`src/rtl/td4_prog_rom.sv`:
```
// td4_prog_rom -- instruction memory responder for the TD4 CPU fetch path.
//
// The CPU presents a fetch address on pc and receives the registered
// instruction one cycle later. Contents are loaded byte-serially from the
// pin-side loader over a valid/ready port. The CPU is held stalled while a
// load is in progress.
//
// Optional feature (macro PROG_ROM_CHECKSUM_EN): after the 2**AW data bytes
// one extra checksum byte is expected. The byte sum of data plus checksum must
// be zero mod 2**DW. A bad checksum parks the block in an error state until
// load_start or rst.
//
// Ports:
//   clk        in   1   single clock, rising edge
//   rst        in   1   synchronous active-high reset (clears memory)
//   pc         in   AW  CPU fetch address
//   instr      out  DW  registered instruction for pc (NOP_W when not running)
//   cpu_hold   out  1   1 = CPU must not advance PC
//   load_start in   1   1-cycle pulse: begin (re)load at address 0
//   wr_valid   in   1   loader has a byte on wr_data
//   wr_data    in   DW  byte to store
//   wr_ready   out  1   block accepts wr_data this cycle
//   load_done  out  1   1-cycle pulse on return to RUN after a load
//   chk_err    out  1   sticky checksum failure (0 without the feature)
module td4_prog_rom #(
   parameter int unsigned     AW    = 4,
   parameter int unsigned     DW    = 8,
   parameter logic [DW-1:0]   NOP_W = '0
) (
   input  logic          clk,
   input  logic          rst,
   input  logic [AW-1:0] pc,
   output logic [DW-1:0] instr,
   output logic          cpu_hold,
   input  logic          load_start,
   input  logic          wr_valid,
   input  logic [DW-1:0] wr_data,
   output logic          wr_ready,
   output logic          load_done,
   output logic          chk_err
);

   localparam int unsigned DEPTH = 1 << AW;

`ifdef PROG_ROM_CHECKSUM_EN
   typedef enum logic [1:0] {S_RUN, S_LOAD, S_CHK, S_ERR} state_t;
`else
   typedef enum logic {S_RUN, S_LOAD} state_t;
`endif

   state_t        state_q, state_d;
   logic [AW-1:0] ptr_q, ptr_d;
   logic [DW-1:0] sum_q, sum_d;
   logic [DW-1:0] instr_q;
   logic          load_done_q;
   logic          we;
   logic [DW-1:0] mem_q [DEPTH];

   always_comb begin
      state_d = state_q;
      ptr_d   = ptr_q;
      sum_d   = sum_q;
      we      = 1'b0;
      case (state_q)
         S_RUN: ;
         S_LOAD: begin
            if (wr_valid) begin
               we    = 1'b1;
               sum_d = sum_q + wr_data;
               ptr_d = ptr_q + 1'b1;
               if (ptr_q == '1) begin
`ifdef PROG_ROM_CHECKSUM_EN
                  state_d = S_CHK;
`else
                  state_d = S_RUN;
`endif
               end
            end
         end
`ifdef PROG_ROM_CHECKSUM_EN
         S_CHK: begin
            if (wr_valid) begin
               state_d = ((sum_q + wr_data) == '0) ? S_RUN : S_ERR;
            end
         end
         S_ERR: ;
`endif
         default: state_d = S_RUN;
      endcase
      // A restart wins over a write presented in the same cycle.
      if (load_start) begin
         state_d = S_LOAD;
         ptr_d   = '0;
         sum_d   = '0;
         we      = 1'b0;
      end
   end

   always_ff @(posedge clk) begin
      if (rst) begin
         state_q     <= S_RUN;
         ptr_q       <= '0;
         sum_q       <= '0;
         instr_q     <= NOP_W;
         load_done_q <= 1'b0;
         for (int unsigned i = 0; i < DEPTH; i++) begin
            mem_q[i] <= '0;
         end
      end else begin
         state_q <= state_d;
         ptr_q   <= ptr_d;
         sum_q   <= sum_d;
         if (we) begin
            mem_q[ptr_q] <= wr_data;
         end
         instr_q     <= (state_q == S_RUN) ? mem_q[pc] : NOP_W;
         // Pulse on the first RUN cycle after a completed load.
         load_done_q <= (state_q != S_RUN) && (state_d == S_RUN);
      end
   end

   assign instr     = instr_q;
   assign load_done = load_done_q;
   assign cpu_hold  = (state_q != S_RUN);

`ifdef PROG_ROM_CHECKSUM_EN
   assign wr_ready  = (state_q == S_LOAD) || (state_q == S_CHK);
   assign chk_err   = (state_q == S_ERR);
`else
   assign wr_ready  = (state_q == S_LOAD);
   assign chk_err   = 1'b0;
`endif

endmodule
```
`config.mk`:
```
export PLATFORM = sky130hd
export DESIGN_NAME = td4_prog_rom
export DESIGN_NICKNAME = d
export VERILOG_FILES = /design/src/rtl/td4_prog_rom.sv
export SDC_FILE = /design/constraint.sdc
export NUM_CORES = 1
export LEC_CHECK = 0
export ABC_AREA = 1
export ABC_CLOCK_PERIOD_IN_PS = 2000
export BUFFER_PORTS_ARGS = -buffer_cell sky130_fd_sc_hd__buf_2
export CAP_MARGIN = 20
export CORE_ASPECT_RATIO = 0.6
export CORE_MARGIN = 2
export CORE_UTILIZATION = 32
export DETAILED_ROUTE_END_ITERATION = 8
export PLACE_DENSITY = 0.48
export SKIP_LAST_GASP = 1
export SLEW_MARGIN = 20
export SYNTH_ARGS = -nofsm -noshare
export SYNTH_HDL_FRONTEND = slang
export SYNTH_SLANG_ARGS = --single-unit
```
`constraint.sdc`:
```
create_clock -name clk -period 2 [get_ports clk]
set_input_delay 0.1 -clock clk [delete_from_list [all_inputs] [get_ports clk]]
set_output_delay 0.1 -clock clk [all_outputs]
set_load 0.005 [all_outputs]
```
# Word-level counts from Yosys, hierarchy flattened
# Memory sizes are Yosys's and may differ from the RTL's. A register that Yosys moved wholly into a read port is not among the register bits.
# Index checks and enable logic that the tools add are counted.
# word_totals
regBits	6
output_inout_bits	12
mem_bits_rw	128
wordCells	27
mem_count	1
# op_classes
n_eq_ne	1
bitwise_logic	1
reduce_logical	5
addsub	1
muxes	15
# memory_table
name	depth	width	read_ports	rd_clocked_by_memory_dff	wr	line	rtl
mem_q	16	8	1	1	16	57	logic [DW-1:0] mem_q [DEPTH];
# ops
operator	n
$mux W1	13
$mux W8	1
$reduce_or A8 Y1	1
$add A4 B1 Y4 const B	1
$eq A4 B4 Y1 const B	1
$mux W4	1
$reduce_or A2 Y1	2
$reduce_and A2 Y1	1
$logic_and A1 B1 Y1	1
$not A1 Y1	1

# Longest topological paths before layout
# depth
word_depth	8
ltp_mapped	8
depth_no_buf	7

# Least setup slack after synthesis
# Ideal clock, no wire load.
# synth_path
kind	reg-to-reg
startpoint	register ptr_q[0]
endpoint	memory mem_q[15][0] (enable)
setup_time_ps	329
required_ps	1671
setup_slack_ps	367
stages_incl_launch_ff	7
arrival_time_ps	1305
cell_sequence	dfxtp_1 -> ha_1 -> clkbuf_1 -> nand2_1 -> nor3_2 -> inv_2 -> nand2_1
# synth_rtl
item	line	rtl
start, declared	52	logic [AW-1:0] ptr_q, ptr_d;
start signal, assigned	111	ptr_q <= ptr_d;
end, declared	57	

# Worst setup path after layout
# layout_path
startpoint	register ptr_q[2]
endpoint	register state_q (netlist: cpu_hold)
# layout_between
elab_chain_len	5
# layout_rtl
item	line	rtl
$eq A4 B4 Y1	71	if (ptr_q == '1) begin
$mux W1	71	
$mux W1	67	if (wr_valid) begin
$mux W1	64	case (state_q)
$mux W1	91	if (load_start) begin
end signal, assigned	110	state_q <= state_d;
end, declared	51	state_t state_q, state_d;
# No other way between the ends.
# A chain may end at the register's enable or synchronous reset.

==> flow_summary.json <==
{
  "fin_crit_sh_pct": 95.3,
  "netlist_instances": 739,
  "path_max_fanout": 5,
  "drive_above_1_share_pct": 15.5,
  "muxShareOfSynthArea_pct": 0,
  "clock_latency_ps": 430,
  "setup_viol": 0,
  "p_int_uw": 5280,
  "layout_min_cycle_time_ps": 1910,
  "clock_sinks": 142,
  "swShare_pct": 23.9,
  "hold_class": "in -> reg",
  "wirelength_um": 18600,
  "ioPinCount": 28,
  "finalWorstSetupSlack_ps": 93.7,
  "finalSetupTns_ps": 0,
  "grt_pass1_wl_um": 27900,
  "wire_per_inst_um": 17.6,
  "async_reset_ff_share_pct": 0,
  "die_h_um": 117,
  "diodes": 0,
  "gr-total-overflow": 0,
  "max_cap_violations": 0,
  "skew_ps": 7.74,
  "end_kind": "register",
  "synth_common_cells": "nand2_1 (211), edfxtp_1 (128), nor2_1 (114), inv_1 (84), nand3_1 (81)",
  "start_util_pct": 32.5,
  "power_frac_comb_pct": 7.6,
  "p_leak_uw": 0.00358,
  "synth_flop_cell": "edfxtp_1",
  "synth_compound_area_share_pct": 1.18,
  "status": "complete, no violations",
  "avgSynthCellArea_um2": 9.21,
  "ant_nets": 0,
  "synth_fa_ha_area_share_pct": 0.735,
  "syn_nets": 759,
  "synth_most_common_cell": "nand2_1",
  "cts_tree": "built",
  "synth.distinct_cells": 26,
  "rows": 41,
  "post_cts_buffers": 0,
  "die_area_um2": 22500,
  "seq_power_share_pct": 48.5,
  "drc": 0,
  "netlist_top_cells_area": "edfxtp_1 (56%), nand2_1 (12%), nor2_1 (6.3%)",
  "n_fill_cell": 2135,
  "cts_buffer_depth": 2,
  "die_w_um": 192,
  "dp_slack_ps": 139,
  "ys_seq_area_share_pct": 60.6,
  "ys_ff_latch": 142,
  "portBuffers": 26,
  "peakVddDrop_uv": 642,
  "cp_data_required_time_ps": 2320,
  "fmax_mhz": 525,
  "drt_iter0_markers": 448,
  "antenna_found_initial": 0,
  "reg2reg_depth": 6,
  "grt_max_degree": 65,
  "area_growth_pct": 15.4,
  "num_vias": 4908,
  "grt.total_usage_pct": 17.6,
  "p_clk_share_pct": 44.0,
  "synth_top_family_by_area": "simple AND/OR/NAND/NOR gates",
  "tightest_slew_ps": 672,
  "worstSetupPathType": "reg -> reg",
  "cts_buffers": 17,
  "synth_top_area_share_pct": 56.5,
  "min_path_cells": 3,
  "drv_slew": 0,
  "rsz0062_at_grt": "false",
  "grt_pass1_vias": 4502,
  "critPathLaunchType": "register",
  "dp_hpwl_um": 12800,
  "power.switching_uw": 1660,
  "nNetsFinal": 788,
  "crit_arrival_ps": 2230,
  "slew_headroom_pct": 55.2,
  "gp_congestion": 0.867,
  "synthSimpleGateAreaFrac_pct": 30.0,
  "synth-edff-count": 128,
  "first_pass_iters": 6,
  "netlist_area_um2": 6810,
  "p_per_area_nw_per_um2": 883,
  "ys_warn_count": 0,
  "cts.clk_slew.worst_paths_ps": 60,
  "synth_xor_area_share_pct": 0,
  "synth_top_area_cell": "edfxtp_1",
  "cts-root-buf": "clkbuf_16",
  "cts-htree-levels": 4,
  "hold_violations": 0,
  "coreArea_um2": 20900,
  "vias_per_cell": 4.63
}
==> final cells by class <==
class	count	area [µm²]	share of cell area, %
flip-flops and latches	142	4120	52.5
repair buffers	47	308	3.92
well taps	279	349	4.45
clock buffers	19	433	5.51
inverters	89	337	4.29
multi-input cells	471	2180	27.7
clock inverters	13	124	1.58
==> per-layer routing <==
layer | vias up | GRT usage [%] | part of all wire (%)
li1 | 2411 | - | -
met1 | 2298 | 28.0 | 54
met2 | 173 | 23.6 | 38
met5 | - | 0 | 0
met4 | 0 | 5.09 | 1.3
met3 | 26 | 3.58 | 6.0
==> layout by cell type, fill, tap and decap left out, types with 2 or more instances in the layout <==
master	count
nand2_4	12
nor2_1	114
clkinvlp_4	3
nor2_8	4
clkbuf_1	2
nand2_2	3
inv_2	4
dfxtp_1	14
buf_4	17
inv_1	84
bufinv_16	2
clkinv_1	2
clkbuf_16	17
nand3_2	3
ha_1	4
edfxtp_1	128
nor2_4	2
nand3_1	81
buf_2	26
nand2_1	209
dlygate4sd3_1	3
o21ai_0	3
clkinv_2	5
nor2_2	18
a21oi_1	13
==> final timing paths <==
path,start,slack [ps],end
max,ptr_q[2],90,cpu_hold
min,wr_valid,60,ptr_q[1]
max reg2reg,ptr_q[2],90,cpu_hold
min reg2reg,ptr_q[0],530,ptr_q[0]
==> logic make-up (layout without fill, tap and decap cells) <==
family,Yosys count,count (layout)
other,1,1
AOI/OAI and AO/OA,16,16
adders and majority gates,4,4
DFF,142,142
buffers and inverters,126,168
and+or+nand+nor,450,450
==> worst max-delay path, cell delays in order, from the launching register on <==
cell,delay (ps)
dfxtp_1,480
nand2_1,140
inv_1,300
nand3_1,150
a21oi_1,150
nor2_1,50
dlygate4sd3_1,540
==> flip-flops by register name, indices dropped and copies added, names as in the netlist <==
signal and flops:
mem_q 128, cpu_hold 1, load_done 1, instr 8
ptr_q 4
==> what timing repair did <==
item                                    CTS  global route
hold buffers                              3             0
resized for setup                         0             2
endpoints found under the setup margin    0            16
hold endpoints to repair                  4             0
==> power groups by stage <==
stage	Combinational, µW	Sequential [µW]	Clock [µW]
after detailed placement	515	3430	0
after CTS	522	3360	3080
after global placement	514	3430	0
after floorplan	318	3410	0
final	524	3360	3050
after global routing	579	3370	3200
==> stage by stage <==
step / power [µW] / util [%] / area (µm²) / hold slack [ps] / cells
floorplan: 3730 / - / 6810 / 172 / 739
global placement: 3940 / 34.7 / 7260 / 324 / 1025
detailed placement: 3940 / 34.7 / 7260 / 325 / 1025
CTS: 6970 / 37.5 / 7850 / 40.3 / 1060
global route: 7150 / 37.5 / 7850 / 92.4 / 1060
finish: 6940 / 37.5 / 7850 / 56.5 / 1060
Power figures use the tool's default switching activity.
